<file path="config.mk">
export PLATFORM = sky130hd
export DESIGN_NAME = rej_sampler12
export DESIGN_NICKNAME = d
export VERILOG_FILES = /design/src/rtl/rej_sampler12.sv
export SDC_FILE = /design/constraint.sdc
export NUM_CORES = 1
export LEC_CHECK = 0
export ABC_AREA = 1
export CORE_ASPECT_RATIO = 0.75
export CORE_MARGIN = 4
export CORE_UTILIZATION = 45
export CTS_BUF_LIST = sky130_fd_sc_hd__clkbuf_4 sky130_fd_sc_hd__clkbuf_8 sky130_fd_sc_hd__clkbuf_16
export CTS_CLUSTER_SIZE = 40
export DETAILED_ROUTE_END_ITERATION = 6
export GPL_ROUTABILITY_DRIVEN = 0
export PLACE_DENSITY = 0.73
export SLEW_MARGIN = 20
export SYNTH_ARGS = -nofsm -noshare
export SYNTH_HDL_FRONTEND = slang
export SYNTH_SLANG_ARGS = --single-unit
</file>
<file path="constraint.sdc">
create_clock -name clk -period 2.13 [get_ports clk]
set_input_delay 0.5325 -clock clk [delete_from_list [all_inputs] [get_ports clk]]
set_output_delay 0.5325 -clock clk [all_outputs]
set_load 0.02 [all_outputs]
</file>
<file path="src/rtl/rej_sampler12.sv">
// Kyber uniform rejection sampler: splits a 32-bit byte stream into 12-bit
// candidates, forwards those below Q, and stops after NCOEF accepted values.
//
// state | meaning
// IDLE  | waiting for start
// RUN   | buffering bytes and evaluating candidates
// DONE  | one-cycle done pulse, then back to IDLE
module rej_sampler12 #(
  parameter int IWID  = 12,
  parameter int Q     = 3329,
  parameter int NCOEF = 256
) (
  input  logic            clk,
  input  logic            rst,
  input  logic            start,
  input  logic [31:0]     din,
  input  logic            din_vld,
  output logic            din_rdy,
  output logic [IWID-1:0] dout,
  output logic            dout_vld,
  input  logic            dout_rdy,
  output logic            busy,
  output logic            done
);

  localparam int CW = $clog2(NCOEF + 1);
  localparam logic [IWID-1:0] QV   = IWID'(Q);
  localparam logic [CW-1:0]   NMAX = CW'(NCOEF);

  typedef enum logic [1:0] {IDLE, RUN, DONE} state_t;

  state_t          state, state_nx;
  logic [55:0]     bbuf, buf_sh, buf_nx;
  logic [2:0]      bcnt, bcnt_sh, bcnt_nx;
  logic            phase;
  logic [CW-1:0]   count;
  logic [IWID-1:0] cand;
  logic            stop, eval, accept, take, drop;

  always_comb begin
    stop    = (count == NMAX);
    cand    = phase ? {bbuf[23:16], bbuf[15:12]} : {bbuf[11:8], bbuf[7:0]};
    din_rdy = (state == RUN) && (bcnt <= 3'd3) && !stop;
    eval    = (state == RUN) && (bcnt >= 3'd3) && (!dout_vld || dout_rdy) && !stop;
    accept  = eval && (cand < QV);
    take    = din_vld && din_rdy;
    drop    = eval && phase;
    // Shift out the consumed triple first so the new word lands right above what remains.
    buf_sh  = drop ? {24'd0, bbuf[55:24]} : bbuf;
    bcnt_sh = drop ? bcnt - 3'd3 : bcnt;
    buf_nx  = buf_sh;
    bcnt_nx = bcnt_sh;
    if (take) begin
      buf_nx  = buf_sh | ({24'd0, din} << {bcnt_sh, 3'b000});
      bcnt_nx = bcnt_sh + 3'd4;
    end
  end

  always_comb begin
    state_nx = state;
    busy     = 1'b0;
    done     = 1'b0;
    case (state)
      IDLE: if (start) state_nx = RUN;
      RUN: begin
        busy = 1'b1;
        // With all NCOEF loaded, the word in dout is the last coefficient.
        if (stop && dout_vld && dout_rdy) state_nx = DONE;
      end
      DONE: begin
        done     = 1'b1;
        state_nx = IDLE;
      end
      default: state_nx = IDLE;
    endcase
  end

  always_ff @(posedge clk or negedge rst) begin
    if (!rst) begin
      state    <= IDLE;
      bbuf     <= '0;
      bcnt     <= '0;
      phase    <= 1'b0;
      count    <= '0;
      dout     <= '0;
      dout_vld <= 1'b0;
    end else begin
      state <= state_nx;
      if (state == IDLE && start) begin
        bbuf  <= '0;
        bcnt  <= '0;
        phase <= 1'b0;
        count <= '0;
      end else begin
        bbuf <= buf_nx;
        bcnt <= bcnt_nx;
        if (eval)   phase <= ~phase;
        if (accept) count <= count + CW'(1);
      end
      if (accept) begin
        dout     <= cand;
        dout_vld <= 1'b1;
      end else if (dout_rdy) begin
        dout_vld <= 1'b0;
      end
    end
  end

endmodule
</file>
Word level (Yosys, flattened, before mapping)
Cells that the tools add are included.
{"block": "op_classes", "addsub": 3, "mux": 18, "eq_ne": 5, "n_reduce_logical": 19, "bitwise_logic": 2, "n_shift": 1, "order_cmp": 3}
{"op": "56-bit two-way mux", "count": 3}
{"op": "56-bit OR", "count": 1}
{"op": "32-bit by 6-bit << shifter with 56-bit output", "count": 1}
{"op": "9-bit two-way mux", "count": 2}
{"op": "12-bit less-than comparator (second input constant)", "count": 1}
{"op": "12-bit two-way mux", "count": 1}
{"op": "1-bit logical AND", "count": 11}
{"op": "9-bit by 1-bit adder with 9-bit output (second input constant)", "count": 1}
{"op": "9-bit == test (second input constant)", "count": 1}
{"op": "3-bit two-way mux", "count": 3}
{"op": "1-bit two-way mux", "count": 6}
{"op": "2-bit nonzero test", "count": 3}
{"op": "2-bit two-way mux", "count": 2}
{"op": "2-bit case mux with 2 select lines", "count": 1}
{"op": "3-bit adder (second input constant)", "count": 1}
{"op": "3-bit by 2-bit >= comparator with 1-bit output (second input constant)", "count": 1}
{"op": "3-bit by 2-bit less-or-equal comparator with 1-bit output (second input constant)", "count": 1}
{"op": "3-bit by 2-bit subtractor with 3-bit output (second input constant)", "count": 1}
{"op": "2-bit by 1-bit == test with 1-bit output (second input constant)", "count": 1}
{"op": "2-bit == test (second input constant)", "count": 1}
{"op": "1-bit zero test", "count": 2}
{"op": "2-bit zero test", "count": 1}
{"op": "2-bit by 1-bit != test with 1-bit output (second input constant)", "count": 1}
{"op": "2-bit != test (second input constant)", "count": 1}
{"op": "other kinds (3)", "count": 3}
{"block": "word_totals", "output_inout_bits": 16, "reg_bits": 84, "input_bits": 37, "word_cells": 58}

Longest topological paths before layout
{"block": "logic_depth", "word_depth": 10, "ltp_mapped": 17, "mapped_depth_nobuf": 16}

Worst setup path after synthesis
Ideal clock, no wire load.
{"block": "synth_timing", "path_type": "reg2reg", "startpoint": "register count[0]", "endpoint": "register bbuf[26]", "t_arrival_ns": 2.156, "setup_time_ns": 0.063, "path_buffers": 0, "slack_ns": -0.089, "required_time_ns": 2.067, "stages_incl_launch_ff": 16, "path_cell_list": "dfrtp_1 inv_1 ha_1 nand2_1 inv_1 nand2_1 nor2_4 nor2_1 nand2_2 inv_1 nand3_1 nor2_2 nand2_1 nand3_1 nand2_1 inv_1"}
{"block": "synth_between", "elab_cells_between_ends": 12}
{"element": "from (decl)", "line_no": "36", "text": "logic [CW-1:0] count;"}
{"element": "from (signal assigned)", "line_no": "98", "text": "if (accept) count <= count + CW'(1);"}
{"element": "9-bit == test", "line_no": "41", "text": "stop = (count == NMAX);"}
{"element": "1-bit zero test", "line_no": "43", "text": "din_rdy = (state == RUN) && (bcnt <= 3'd3) && !stop;"}
{"element": "1-bit logical AND", "line_no": "43"}
{"element": "net din_rdy", "line_no": "18", "text": "output logic din_rdy,"}
{"element": "1-bit logical AND", "line_no": "46", "text": "take = din_vld && din_rdy;"}
{"element": "56-bit two-way mux", "line_no": "53", "text": "if (take) begin"}
{"element": "56-bit two-way mux", "line_no": "89", "text": "if (state == IDLE && start) begin"}
{"element": "to (signal assigned)", "line_no": "95", "text": "bbuf <= buf_nx;"}
{"element": "to (decl)", "line_no": "33", "text": "logic [55:0] bbuf, buf_sh, buf_nx;"}
The timed path passes the listed nets, and every way through them passes these cells.
A chain may end at the register's enable or synchronous reset.

Final worst setup path
{"block": "layout_timing", "startpoint": "register bcnt[1]", "endpoint": "register bbuf[38]"}
{"block": "layout_between", "elab_chain_len": 10, "elab_cells_between_ends": 16}
{"element": "from (decl)", "line_no": "34", "text": "logic [2:0] bcnt, bcnt_sh, bcnt_nx;"}
{"element": "from (signal assigned)", "line_no": "96", "text": "bcnt <= bcnt_nx;"}
{"element": "3-bit by 2-bit >= comparator with 1-bit output", "line_no": "44", "text": "eval = (state == RUN) && (bcnt >= 3'd3) && (!dout_vld || dout_rdy) && !stop;"}
{"element": "1-bit logical AND (3 in a row)", "line_no": "44"}
{"element": "1-bit logical AND", "line_no": "47", "text": "drop = eval && phase;"}
{"element": "3-bit two-way mux", "line_no": "50", "text": "bcnt_sh = drop ? bcnt - 3'd3 : bcnt;"}
{"element": "32-bit by 6-bit << shifter with 56-bit output", "line_no": "54", "text": "buf_nx = buf_sh | ({24'd0, din} << {bcnt_sh, 3'b000});"}
{"element": "56-bit OR", "line_no": "54"}
{"element": "56-bit two-way mux (*)", "line_no": "53"}
{"element": "56-bit two-way mux (*)", "line_no": "89"}
Mark *: on every way between the ends. The rest lies on a longest branch, timed or not.

==> results.md <==
* Delay-heaviest family, CP: simple AND/OR/NAND/NOR gates
* CP bufs+invs at 4
* H-tree levels at 3
* Clk pin slew, worst setup/hold paths at roughly 0.060 ns
* Synthesized area per cell at 7.013 sq um
* FP Rows at 33
* Final WL at a little under 20 mm
* Netlist area before placement at 5064 sq um
* Hold buffers post-CTS at 0
* Worst setup path category: register to register
* Failing checks: negative setup slack
* Max-slew headroom at 60.34%
* Initial antenna violation count at 0
* Crit path launch type: register
* Clock buffer depth at 2
* CP max-delay cell: dfrtp_1
* Slew Viols, Final at 0
* Total die area at between 10000 and 15000 sq um
* Final setup vio count at between 50 and 60
* Pin count of the biggest net entering global routing at 43
* Max incr delay on CP at 0.38 ns
* Predominant post-synthesis flop cell: dfrtp_1
* DR vias at approximately 5800
* Critical path's most frequent cell: buf_4
* Most frequent cells in the layout: nand2_1, dfrtp_1, buf_4
* Gr ovfl total at 0
* Finished Core Util at about two thirds
* Area growth syn-to-layout at 44.82%
* Max cap viols at 0
* Crit-path cells: ha_2 -> ha_4 -> inv_4 -> nand3_4 -> nand3_4 -> nor2_8 -> nand2_8 -> o21ai_4 -> buf_4 -> buf_4 -> buf_4 -> nand3_1 -> a21oi_1 -> nand2_1 -> nand2_1
* Input/output buffers at 52
* Fillers at 838
* Outcome: finished with violations
* Initial Utilization at 46.28%
* Placed wire-length estimate at between 10 and 15 mm
* Final Hold Fails at 0
* Peak VDD IR at 0.8637 mV
* Worst-Margin Slew at 0.5950 ns
* Period utilization at 105.8%
* Pre-Repair DR Iteration Count at 6
* Synth Warn # at 0
* Tmin final at roughly 2.3 ns
* Ant. Diodes at 0
* Initial DRC count at 612
* CTS tree: yes
* WP data required at 2.41 ns
* RSZ-0062 raised after global routing: true
* EDFF count, synth at 0
* Die height at 99.87 microns
* Tot Pwr at 14.78 mW
* Synth Register Bits at 84
* Commonest non-fill, non-tap cell in the layout: nand2_1
* Clock root buffer master: clkbuf_16
* Post-route ant nets at 0
* Cell count after synthesis at 722
* Vias/cell at 5.862
* F_max at 443.8 MHz
* Final WS setup at -0.1231 ns
* Asr flop ratio synth at 100.0%
* First-pass GRT wire length at approximately 27 mm
* Leakage at between 3 and 4 nW
* Netlist cell types at 29
* Layout net count at roughly 900
* Vias in the first global route at 5320
* PwrDens at ~2000 nW/um^2
* Clk Latency, worst-skew pair at 0.34 ns
* Hold Crit Class: primary input to async pin
* Clock sink total at 84
* GRT Total Usage at 26.54%
* # DRC at 0
* DIE WIDTH at 130.5 microns
* Placeable core area at around 11000 sq um
* Crit path DAT at 2.54 ns
* Boundary Pins at 53
* Clock Skew at roughly 0.0083 ns
* Num CTS Buffers at 9
* Per-cell routed wire length at 19.66 microns
* Crit end category: register
* Worst Path Max Fanout at 8
* Seq/Total Area, Yosys at 41.51%
* Syn_nets at 763
* Fraction of layout cells with a size suffix above 1 at 24.38%
[Yosys cell counts (4+ instances only)]
library cell | count | share of area (%)
nand4_1 | 12 | 1.5
o21ai_0 | 40 | 4.0
clkbuf_1 | 9 | 0.67
buf_2 | 19 | 1.9
nand3_1 | 60 | 5.9
dfrtp_1 | 84 | 42
mux2i_1 | 18 | 3.6
buf_4 | 4 | 0.59
nand2_1 | 308 | 23
nor3_1 | 4 | 0.40
a21oi_1 | 50 | 4.9
ha_1 | 4 | 0.99
nor2_1 | 29 | 2.1
o31ai_1 | 6 | 0.89
inv_1 | 48 | 3.6
[worst reg2reg max path, cell delays in order, from the launching register on]
cell and delay [ns]:
dfrtp_1 0.38, ha_2 0.22, ha_4 0.14, inv_4 0.04, nand3_4 0.07, nand3_4 0.09, nor2_8 0.14, nand2_8 0.11
o21ai_4 0.21, buf_4 0.16, buf_4 0.11, buf_4 0.14, nand3_1 0.07, a21oi_1 0.14, nand2_1 0.08, nand2_1 0.07
[worst paths after layout]
check	startpoint	to	slack (ns)	cells after the start
max	bcnt[1]	bbuf[38]	-0.12	15
min	rst	bbuf[30]	0.20	1
max reg2reg	bcnt[1]	bbuf[38]	-0.12	15
min reg2reg	dout[11]	dout[11]	0.48	2
max in group asynchronous	rst	bbuf[17]	1.36	2
min in group clk	dout[11]	dout[11]	0.48	2
[routing by layer]
layer / wire length [microns] / vias to the layer above / GRT usage (%)
met5: 0 / - / 0
met4: 949 / 0 / 9.723
met3: 2367 / 105 / 7.074
met2: 8761 / 437 / 41.51
met1: 7290 / 2667 / 35.56
li1: - / 2565 / -
[cells by family after synthesis]
kind of cell,synth area share [%]
compound gates,10.25
xor+xnor,1.038
fa+ha+maj,0.9884
buf+inv,7.734
flops,41.51
mux,3.558
simple gates,34.91
[per-stage QoR]
stage           TNS, ns  instances  setup slack [ns]  cell area (sq um)  hold WS (ns)
6_report         -3.176        985           -0.1231               7333        0.1975
5_1_grt          -8.933        985           -0.2151               7333        0.2099
4_1_cts        -0.05119        967          -0.01761               6764        0.1922
3_5_place_dp     -22.61        937           -0.5634               6143        0.4605
3_3_place_gp     -18.36        937           -0.4066               6143        0.4571
2_1_floorplan         0        722           0.05349               5066        0.2369
[registers in the layout, summed over array words and instances (netlist names)]
register / flops
bbuf: 56
bcnt: 3
count: 9
dout: 12
dout_vld: 1
phase: 1
state: 2
[power by group]
part / total (mW) / switching, mW / internal, mW
sequential: 2.71 / 0.397 / 2.31
clock: 1.61 / 0.676 / 0.939
combinational: 10.5 / 6.09 / 4.37
[repair_timing]
item	in CTS	in global routing
resized for setup	57	87
gates cloned	3	6
buffers inserted	11	13
setup endpoints to repair	59	73
pin swaps	11	33
[final cells by class]
class / instances / area (sq um) / share of cell area, %
Multi-Input combinational cell: 550 / 2983 / 40.68
Sequential cell: 84 / 2102 / 28.66
Timing Repair Buffer: 143 / 1564 / 21.33
Clock buffer: 10 / 239.0 / 3.259
Inverter: 52 / 206.4 / 2.815
Tap cell: 140 / 175.2 / 2.389
Clock inverter: 6 / 63.81 / 0.8702
No activity file was read; power rests on OpenSTA's default activity.
